$ cat src/rtl/xadc_channel_sequencer_pkg.sv
// Shared types and constants for the XADC channel sequencer: FSM state
// encoding, DRP addresses of the two arm-coordinate channels, data widths.
package xadc_seq_pkg;

    typedef enum logic [2:0] {
        IDLE,
        REQ,
        WAIT,
        STORE,
        NEXT
    } seq_state_t;

    localparam logic [6:0] VAUX15_ADDR = 7'h1F;
    localparam logic [6:0] VAUX7_ADDR  = 7'h17;

    localparam int RESULT_W = 12;
    localparam int OUT_W    = 8;

endpackage

$ cat src/rtl/xadc_channel_sequencer_if.sv
// DRP bus between the sequencer (master) and the XADC wizard (slave).
interface xadc_channel_sequencer_if;

    logic        drp_den;
    logic        drp_dwe;
    logic [15:0] drp_di;
    logic [6:0]  drp_daddr;
    logic [15:0] drp_do;
    logic        drp_drdy;

    modport master (
        output drp_den, drp_dwe, drp_di, drp_daddr,
        input  drp_do, drp_drdy
    );

    modport slave (
        input  drp_den, drp_dwe, drp_di, drp_daddr,
        output drp_do, drp_drdy
    );

endinterface

$ cat src/rtl/xadc_channel_sequencer_avg4.sv
// Per-channel 4-sample moving average; output and valid appear one cycle
// after the running sum has absorbed the new sample.
module xadc_avg4
    import xadc_seq_pkg::*;
(
    input  logic                clk,
    input  logic                reset,
    input  logic                load,
    input  logic [RESULT_W-1:0] sample,
    output logic [OUT_W-1:0]    avg,
    output logic                valid
);

    logic [RESULT_W-1:0] hist [4];
    logic [RESULT_W+1:0] sum;
    logic                load_d;

    // Running sum swaps the oldest history entry for the new sample
    always_ff @(posedge clk) begin
        if (reset) begin
            for (int i = 0; i < 4; i++) hist[i] <= '0;
            sum    <= '0;
            load_d <= 1'b0;
            avg    <= '0;
            valid  <= 1'b0;
        end else begin
            load_d <= load;
            valid  <= load_d;
            if (load) begin
                sum     <= sum + {2'b00, sample} - {2'b00, hist[3]};
                hist[0] <= sample;
                hist[1] <= hist[0];
                hist[2] <= hist[1];
                hist[3] <= hist[2];
            end
            if (load_d) avg <= sum[RESULT_W+1 -: OUT_W];
        end
    end

endmodule

$ cat src/rtl/xadc_channel_sequencer.sv
// Periodic two-channel XADC DRP reader with bounded drdy wait.
// Optional 4-sample averaging per channel when XADC_SEQ_AVG_EN is defined.
module xadc_channel_sequencer
    import xadc_seq_pkg::*;
#(
    parameter logic [6:0] CH0_ADDR  = VAUX15_ADDR,
    parameter logic [6:0] CH1_ADDR  = VAUX7_ADDR,
    parameter int         SWEEP_DIV = 10000,
    parameter int         TIMEOUT   = 63
) (
    input  logic                     clk,
    input  logic                     reset,
    xadc_channel_sequencer_if.master drp,
    output logic [OUT_W-1:0]         xadc_x,
    output logic [OUT_W-1:0]         xadc_y,
    output logic [1:0]               sample_valid,
    output logic                     timeout_err
);

    localparam int SW = $clog2(SWEEP_DIV);
    localparam int TW = $clog2(TIMEOUT + 1);
`ifdef XADC_SEQ_AVG_EN
    localparam int CAP_W = RESULT_W;
`else
    localparam int CAP_W = OUT_W;
`endif

    seq_state_t       state, state_next;
    logic [SW-1:0]    sweep_cnt;
    logic             sweep_tick;
    logic             sweep_pending;
    logic             ch;
    logic [TW-1:0]    wait_cnt;
    logic             wait_expired;
    logic [CAP_W-1:0] capture;
    logic             store_ch0, store_ch1;
    logic             unused_bits;

    assign sweep_tick   = (sweep_cnt == SW'(SWEEP_DIV - 1));
    assign wait_expired = (wait_cnt == TW'(TIMEOUT));
    assign store_ch0    = (state == STORE) && !ch;
    assign store_ch1    = (state == STORE) && ch;
    assign unused_bits  = ^drp.drp_do[15-CAP_W:0];

    // A tick while a sweep is running is remembered once; later ones are lost
    always_ff @(posedge clk) begin
        if (reset) begin
            sweep_cnt     <= '0;
            sweep_pending <= 1'b0;
        end else begin
            sweep_cnt <= sweep_tick ? '0 : sweep_cnt + SW'(1);
            if (state == IDLE)   sweep_pending <= 1'b0;
            else if (sweep_tick) sweep_pending <= 1'b1;
        end
    end

    always_ff @(posedge clk) begin
        if (reset) state <= IDLE;
        else       state <= state_next;
    end

    always_comb begin
        state_next    = state;
        drp.drp_den   = 1'b0;
        drp.drp_dwe   = 1'b0;
        drp.drp_di    = '0;
        drp.drp_daddr = '0;
        case (state)
            IDLE: if (sweep_tick || sweep_pending) state_next = REQ;
            REQ: begin
                drp.drp_den   = 1'b1;
                drp.drp_daddr = ch ? CH1_ADDR : CH0_ADDR;
                state_next    = WAIT;
            end
            WAIT: begin
                drp.drp_daddr = ch ? CH1_ADDR : CH0_ADDR;
                if (drp.drp_drdy)      state_next = STORE;
                else if (wait_expired) state_next = NEXT;
            end
            STORE:   state_next = NEXT;
            NEXT:    state_next = ch ? IDLE : REQ;
            default: state_next = IDLE;
        endcase
    end

    // drdy wins over expiry on the final wait cycle
    always_ff @(posedge clk) begin
        if (reset) begin
            ch          <= 1'b0;
            wait_cnt    <= '0;
            capture     <= '0;
            timeout_err <= 1'b0;
        end else begin
            case (state)
                REQ: wait_cnt <= '0;
                WAIT: begin
                    wait_cnt <= wait_cnt + TW'(1);
                    if (drp.drp_drdy)      capture     <= drp.drp_do[15 -: CAP_W];
                    else if (wait_expired) timeout_err <= 1'b1;
                end
                NEXT:    ch <= ~ch;
                default: ;
            endcase
        end
    end

`ifdef XADC_SEQ_AVG_EN
    xadc_avg4 u_avg_x (
        .clk    (clk),
        .reset  (reset),
        .load   (store_ch0),
        .sample (capture),
        .avg    (xadc_x),
        .valid  (sample_valid[0])
    );

    xadc_avg4 u_avg_y (
        .clk    (clk),
        .reset  (reset),
        .load   (store_ch1),
        .sample (capture),
        .avg    (xadc_y),
        .valid  (sample_valid[1])
    );
`else
    always_ff @(posedge clk) begin
        if (reset) begin
            xadc_x       <= '0;
            xadc_y       <= '0;
            sample_valid <= '0;
        end else begin
            sample_valid <= {store_ch1, store_ch0};
            if (store_ch0) xadc_x <= capture;
            if (store_ch1) xadc_y <= capture;
        end
    end
`endif

endmodule

$ cat src/flat_wrapper.sv
// flat-port wrapper written by rule: the top's interface ports become plain ports
module xadc_channel_sequencer_flat import xadc_seq_pkg::*;
#(
    parameter logic [6:0] CH0_ADDR  = VAUX15_ADDR,
    parameter logic [6:0] CH1_ADDR  = VAUX7_ADDR,
    parameter int         SWEEP_DIV = 10000,
    parameter int         TIMEOUT   = 63
)
  (clk, reset, xadc_x, xadc_y, sample_valid, timeout_err, drp_drp_den, drp_drp_dwe, drp_drp_di, drp_drp_daddr, drp_drp_do, drp_drp_drdy);
  xadc_channel_sequencer_if drp_i ();
  input  logic clk;
  input  logic reset;
  output logic [OUT_W-1:0] xadc_x;
  output logic [OUT_W-1:0] xadc_y;
  output logic [1:0] sample_valid;
  output logic timeout_err;
  output wire logic [$bits(drp_i.drp_den)-1:0] drp_drp_den;
  output wire logic [$bits(drp_i.drp_dwe)-1:0] drp_drp_dwe;
  output wire logic [$bits(drp_i.drp_di)-1:0] drp_drp_di;
  output wire logic [$bits(drp_i.drp_daddr)-1:0] drp_drp_daddr;
  input wire logic [$bits(drp_i.drp_do)-1:0] drp_drp_do;
  input wire logic [$bits(drp_i.drp_drdy)-1:0] drp_drp_drdy;
  assign drp_drp_den = drp_i.drp_den;
  assign drp_drp_dwe = drp_i.drp_dwe;
  assign drp_drp_di = drp_i.drp_di;
  assign drp_drp_daddr = drp_i.drp_daddr;
  assign drp_i.drp_do = drp_drp_do;
  assign drp_i.drp_drdy = drp_drp_drdy;
  xadc_channel_sequencer #(.CH0_ADDR(CH0_ADDR), .CH1_ADDR(CH1_ADDR), .SWEEP_DIV(SWEEP_DIV), .TIMEOUT(TIMEOUT)) u_core (.clk(clk), .reset(reset), .drp(drp_i), .xadc_x(xadc_x), .xadc_y(xadc_y), .sample_valid(sample_valid), .timeout_err(timeout_err));
endmodule
$ cat config.mk
export PLATFORM = sky130hd
export DESIGN_NAME = xadc_channel_sequencer_flat
export DESIGN_NICKNAME = d
export VERILOG_FILES = /design/src/rtl/xadc_channel_sequencer_pkg.sv /design/src/rtl/xadc_channel_sequencer_if.sv /design/src/rtl/xadc_channel_sequencer_avg4.sv /design/src/rtl/xadc_channel_sequencer.sv /design/src/flat_wrapper.sv
export SDC_FILE = /design/constraint.sdc
export NUM_CORES = 1
export LEC_CHECK = 0
export ABC_AREA = 1
export BUFFER_PORTS_ARGS = -buffer_cell sky130_fd_sc_hd__buf_4
export CAP_MARGIN = 10
export CORE_MARGIN = 3
export CORE_UTILIZATION = 52
export DETAILED_ROUTE_END_ITERATION = 10
export HOLD_SLACK_MARGIN = 0.05
export PLACE_DENSITY_LB_ADDON = 0.15
export SETUP_SLACK_MARGIN = 0.2
export SLEW_MARGIN = 15
export SYNTH_ARGS = -nofsm -noshare
export SYNTH_HDL_FRONTEND = slang
export SYNTH_SLANG_ARGS = --single-unit
$ cat constraint.sdc
create_clock -name clk -period 1.4 [get_ports clk]
set_input_delay 0.14 -clock clk [delete_from_list [all_inputs] [get_ports clk]]
set_output_delay 0.14 -clock clk [all_outputs]
set_load 0.01 [all_outputs]
==> impl_metrics.ini, run 1 <==
[worst_setup_path]
reg2reg_from = u_core.state[2]
worstRegToRegCells = 6
rrSetupSlack_ps = 160
worst-endpoint-required_ps = 1260
setup.worst_path.start = u_core.state[1]
critPathCaptureType = output port
arrival_ps = 1150
path_max_fanout = 4
cp-start-kind = register
timing_worst_setup_path_type = register to output port

[yosys]
synth.area.mux_share_pct = 0
ys_warn_count = 0
ys_ff_latch = 52
synth_most_common_cell = dfxtp_1
synth.avg_cell_area_sq_um = 7.79
synth_edf_count = 0
synth_top_cell_area_share_pct = 44.9
synth_top_family_by_area = simple AND/OR/NAND/NOR gates
syn_inst = 298
synth_xor_xnor_area_share_pct = 1.13
ys_async_sr_fraction_pct = 0
synthAdderAreaFrac_pct = 1.08
yosysUniqueCellTypes = 31
ys_seq_area_share_pct = 44.9
syn_area_sq_um = 2320
synth_compound_area_share_pct = 14.7
yosysTopAreaCell = dfxtp_1
yosys.area_share.simple_pct = 23.5
synth_common_cells = dfxtp_1 (52), nand2_1 (43), a21oi_1 (38), inv_1 (27), nor2_1 (25)
yosys-top-cells-area = dfxtp_1 (45%), a21oi_1 (8.2%), buf_4 (7.4%), nand2_1 (7.0%), o21ai_0 (4.5%)
synthFlopType = dfxtp_1

[detailed_routing]
drt_first_pass_iters = 4
detail_route.iter0.violations = 109
wl_per_cell_um = 12.6
wirelength_um = 5100
vias_per_cell = 5.06
drt.antenna.violating_nets = 0
drcViolationCount = 0
vias = 2040

[sta]
finalSetupViolCount = 0
period_minus_slack_ps = 1290
tns_ps = 0
rsz0062_at_grt = true
fmax_mhz = 777
hold_viol = 0
finalCritPeriodShare_pct = 91.9
final.setup_skew_ps = 6.15
drv_slew = 0

[clocking]
cts.htree.levels = 2
clk_latency_ps = 300
cts_tree = done
clk_pin_slew_ps = 100
clockBufferDepth = 2
cts.sinks = 52
clockRootBuffer = clkbuf_8
cts_hold_buf = 0
cts_buffers = 5

[grt]
grt_max_degree = 21
overflow = 0
grt_pass1_wl_um = 8100
grt_usage_pct = 19.3
grt_pass1_vias = 1727
grt_antenna_before_repair = 0

[cells_and_area]
syn_to_final_growth_pct = 31.2
drive_above_1_share_pct = 36.8
utilization_pct = 73.5
nFillCells = 329
antenna_cells = 0
nets = 373

[floorplan]
core-area_sq_um = 4140
pin_count = 63
initial_core_util_pct = 56.0
std_cell_rows = 23
die_height_um = 72.8
design.die.area_sq_um = 5300
fp.dieW_um = 72.8

[hold_path]
hp-start = drp_drp_do[15]
whs_path_depth = 3
worstHoldPathType = primary input to register

[place]
port_buffers = 35
place_hpwl_um = 3140
gp_congestion = 0.847

[power]
p_leak_nw = 1.23
cellPowerDensity_nw_per_um2 = 935
peakVddDrop_mv = 0.765

[job]
drv_cap = 0

[outcome]
outcome = finished, final reports clean
==> where the power goes <==
group / internal [mW] / total, mW / switching [mW]
logic: 0.212 / 0.448 / 0.237
clock network: 0.355 / 0.856 / 0.501
registers: 1.51 / 1.54 / 0.0336
==> kinds of logic (layout without fill, tap and decap cells) <==
kind of cell,Yosys count,count (layout)
buffers and inverters,62,98
flip-flops,52,52
other,1,19
AND/OR/NAND/NOR,113,114
adder cells (fa/ha/maj),2,2
XOR/XNOR,3,3
AO/OA/AOI/OAI,65,65
==> cell type report <==
| cell class | instances | area (sq um) | area share [%] |
|---|---|---|---|
| Clock buffer | 5 | 68.8 | 2.26 |
| Clock inverter | 3 | 23.8 | 0.781 |
| Inverter | 31 | 136 | 4.48 |
| Multi-Input combinational cell | 203 | 1190 | 39.2 |
| Sequential cell | 52 | 1070 | 35.3 |
| Tap cell | 50 | 62.6 | 2.06 |
| Timing Repair Buffer | 58 | 478 | 15.7 |
| Timing Repair inverter | 1 | 7.51 | 0.247 |
==> worst paths after layout <==
path,endpoint
worst max register to register,u_core.xadc_y[5]
worst min-delay path,u_core.capture[7]
worst min register to register,u_core.sweep_cnt[0]
worst max-delay path,drp_drp_daddr[2]
==> critical path, stage by stage, from the launching register on <==
cell,delay [ps]
dfxtp_4,400
inv_4,40
nand3_4,90
nand2_4,70
buf_6,130
buf_6,110
==> metrics by stage <==
| stage | std cells | setup WS [ps] | power, mW | hold WS [ps] | cell area [sq um] |
|---|---|---|---|---|---|
| floorplan | 316 | 202 | 1.81 | 313 | 2390 |
| finish | 403 | 113 | 2.85 | 95.1 | 3040 |
| CTS | 393 | 111 | 2.79 | 87.7 | 2850 |
| global placement | 376 | 63.8 | 1.85 | 406 | 2540 |
| global route | 403 | 52.0 | 2.98 | 82.1 | 3040 |
| detailed placement | 376 | 18.0 | 1.85 | 410 | 2540 |
==> flip-flops by register name, indices dropped and copies added, names as in the netlist, 2 cells and up <==
| signal | cells |
|---|---|
| u_core.xadc_x | 8 |
| u_core.sample_valid | 2 |
| u_core.wait_cnt | 6 |
| u_core.sweep_cnt | 14 |
| u_core.xadc_y | 8 |
| u_core.capture | 8 |
| u_core.state | 3 |
==> layer usage <==
| layer | wire, um | vias to the layer above | global-route usage, % |
|---|---|---|---|
| met5 | 0 | - | 0 |
| met4 | 29 | 0 | 4.92 |
| met3 | 248 | 2 | 4.68 |
| met2 | 2470 | 56 | 30.4 |
| met1 | 2350 | 946 | 26.5 |
| li1 | - | 1036 | - |
==> repair_timing <==
item | 4_1_cts | 5_1_grt
gates resized for setup | 41 | 45
setup endpoints to repair | 26 | 51
gates cloned | 2 | 0
buffers inserted | 7 | 10
pin swaps | 7 | 10
==> placed cells by master, fill, tap and decap left out, types with 4 or more instances in the layout <==
cell type   n
nor2_1     18
buf_6       8
nand4_1     4
nand2_1    39
conb_1     19
inv_4       5
o21ai_0    13
dfxtp_2     8
inv_1      22
buf_4      49
nor2_2      5
nand2_2     4
a21oi_1    37
nand2_4     5
nor2_4      6
dfxtp_1    38
dfxtp_4     6
nand3_1    16
o21ai_1     8
clkbuf_8    5
Note: power is estimated with default switching activity, not from simulation.
==> inputs of run 2 (changes only) <==
--- a/config.mk
+++ b/config.mk
@@ -9,7 +9,7 @@
 export BUFFER_PORTS_ARGS = -buffer_cell sky130_fd_sc_hd__buf_4
 export CAP_MARGIN = 10
 export CORE_MARGIN = 3
-export CORE_UTILIZATION = 52
+export CORE_UTILIZATION = 35
 export DETAILED_ROUTE_END_ITERATION = 10
 export HOLD_SLACK_MARGIN = 0.05
 export PLACE_DENSITY_LB_ADDON = 0.15
==> run 2 against run 1 <==
  * Global-route usage decreased by 5.6 points
  * Utilization is 26 points lower
  * Sequential power is essentially flat
  * Non-clock buffer count decreased by 4
  * First-iteration DRC count down 28%
  * Flip-flop and latch count did not move
  * Count of clock-buffer cells in the layout did not move
  * Combinational power decreased by 15%
  * Critical endpoint unchanged
==> impl_metrics.ini, run 2 (same netlist as run 1, synthesis figures left out) <==
[outcome]
outcome = finished, final reports clean

[floorplan]
design.die.area_sq_um = 7640
fp.dieW_um = 87.4
pin_count = 63
initial_core_util_pct = 36.3
die_height_um = 87.4
std_cell_rows = 29
core-area_sq_um = 6390

[hold_path]
whs_path_depth = 3
worstHoldPathType = primary input to register
hp-start = drp_drp_do[15]
whs_endpoint = u_core.capture[7]

[worst_setup_path]
cp_cell_sequence = inv_2 -> nand3_2 -> nand2_2 -> buf_4 -> buf_4
path_buf_inv = 3
path_max_fanout = 5
critical_path_depth = 5
critPathCaptureType = output port
cp_top_family = flip-flops
worst-endpoint-required_ps = 1260
timing_worst_setup_path_type = register to output port
rrSetupSlack_ps = 160
r2r_end = u_core.sweep_cnt[6]
worstRegToRegCells = 7
cp-start-kind = register
slowest_delay_ps = 370
critPathSlowestCell = dfxtp_2
arrival_ps = 1160
reg2reg_from = u_core.sweep_cnt[0]
path_common_cell = buf_4

[cells_and_area]
largest_register = u_core.sweep_cnt
nets = 368
largest_reg_flops = 14
final_area_sq_um = 3030
final_cell_mix = buf_4 (50), nand2_1 (39), dfxtp_1 (38)
nFillCells = 646
layout_commonest_cell = buf_4
regArea_sq_um = 1070
drive_above_1_share_pct = 38.5
antenna_cells = 0
multi_input_area_sq_um = 1190
syn_to_final_growth_pct = 30.4

[clocking]
cts_tree = done
clockBufferDepth = 2
cts.sinks = 52
clk_latency_ps = 320
cts.htree.levels = 2
cts_buffers = 5
clk_pin_slew_ps = 110
clockRootBuffer = clkbuf_8

[detailed_routing]
drcViolationCount = 0
wl_per_cell_um = 12.0
vias = 1973
drt_first_pass_iters = 4
vias_per_cell = 4.64
wirelength_um = 5100
detail_route.iter0.violations = 79
drt.antenna.violating_nets = 0

[grt]
use_met2_pct = 20.1
use_met3_pct = 4.07
grt_busiest_layer = met2
grt_pass1_vias = 1752
grt_max_degree = 21
grt_usage_pct = 13.7
met1_usage_pct = 18.8
overflow = 0
grt_pass1_wl_um = 8220
grt_antenna_before_repair = 0

[sta]
final.setup_skew_ps = 14.1
finalSetupViolCount = 0
hold_viol = 0
period_minus_slack_ps = 1300
drv_slew = 0
finalWorstSetupSlack_ps = 102
rsz0062_at_grt = true
finalCritPeriodShare_pct = 92.7
fmax_mhz = 771
tns_ps = 0

[place]
port_buffers = 35
gp_congestion = 0.778
place_area_sq_um = 2590
place_hpwl_um = 3350
pre_cts_ws_ps = 101

[power]
cellPowerDensity_nw_per_um2 = 949
p_leak_nw = 1.22
peakVddDrop_mv = 0.448

[job]
drv_cap = 0
==> run 2: changes by cell type in the layout (fill, tap and decap cells not counted), sizes merged <==
cell      delta
buf          -4
clkinvlp     -3
inv          +2
==> run 2: area by class of cell <==
cell class / count / area share, %
Multi-Input combinational cell: 203 / 39.4
Sequential cell: 52 / 35.3
Timing Repair Buffer: 54 / 14.5
Inverter: 31 / 4.34
Tap cell: 77 / 3.18
Clock buffer: 5 / 2.27
Clock inverter: 3 / 0.951
==> run 2: metal layers <==
layer	wire length, um	vias to the layer above	part of all wire [%]
met5	0	-	0
met4	72	0	1.4
met3	388	6	7.6
met2	2290	56	45
met1	2350	877	46
li1	-	1034	-
==> run 2: report_power, final <==
| group | switching [mW] | total (mW) | leakage, nW | internal, mW |
|---|---|---|---|---|
| sequential | 0.0300 | 1.54 | 0.428 | 1.51 |
| combinational | 0.217 | 0.381 | 0.739 | 0.165 |
| clock | 0.570 | 0.949 | 0.0511 | 0.379 |
| total | 0.817 | 2.87 | 1.22 | 2.05 |
==> run 2: worst max-delay path by stage <==
stage / start / end
2_1_floorplan: u_core.sweep_cnt[0] / u_core.sweep_cnt[6]
3_3_place_gp: u_core.sweep_cnt[0] / u_core.sweep_cnt[2]
3_5_place_dp: u_core.sweep_cnt[0] / u_core.sweep_cnt[6]
4_1_cts: u_core.state[1] / drp_drp_daddr[3]
5_1_grt: u_core.state[2] / drp_drp_daddr[0]
6_report: u_core.state[0] / drp_drp_daddr[2]
==> run 2: through the flow <==
stage / power [mW] / cells / hold slack, ps / utilization, %
after global routing: 3.00 / 425 / 93.6 / 47.4
after CTS: 2.88 / 418 / 66.4 / 44.0
final: 2.87 / 425 / 70.5 / 47.4
after floorplan: 1.81 / 316 / 313 / -
after global placement: 1.87 / 404 / 401 / 40.6
after detailed placement: 1.87 / 404 / 411 / 40.6
==> run 2: worst min-delay path: cells and delay by family <==
family                 cells  cell delay [ps]
AOI/OAI and AO/OA          2              140
buffers and inverters      1               80
==> run 2: what timing repair did <==
| action | in CTS | in global routing |
|---|---|---|
| hold endpoints to repair | 0 | 0 |
| hold buffers | 0 | 0 |
| setup endpoints to repair | 27 | 51 |
| gates cloned | 1 | 2 |
| resized for setup | 22 | 59 |
| buffers inserted | 5 | 5 |
| pin swaps | 6 | 15 |
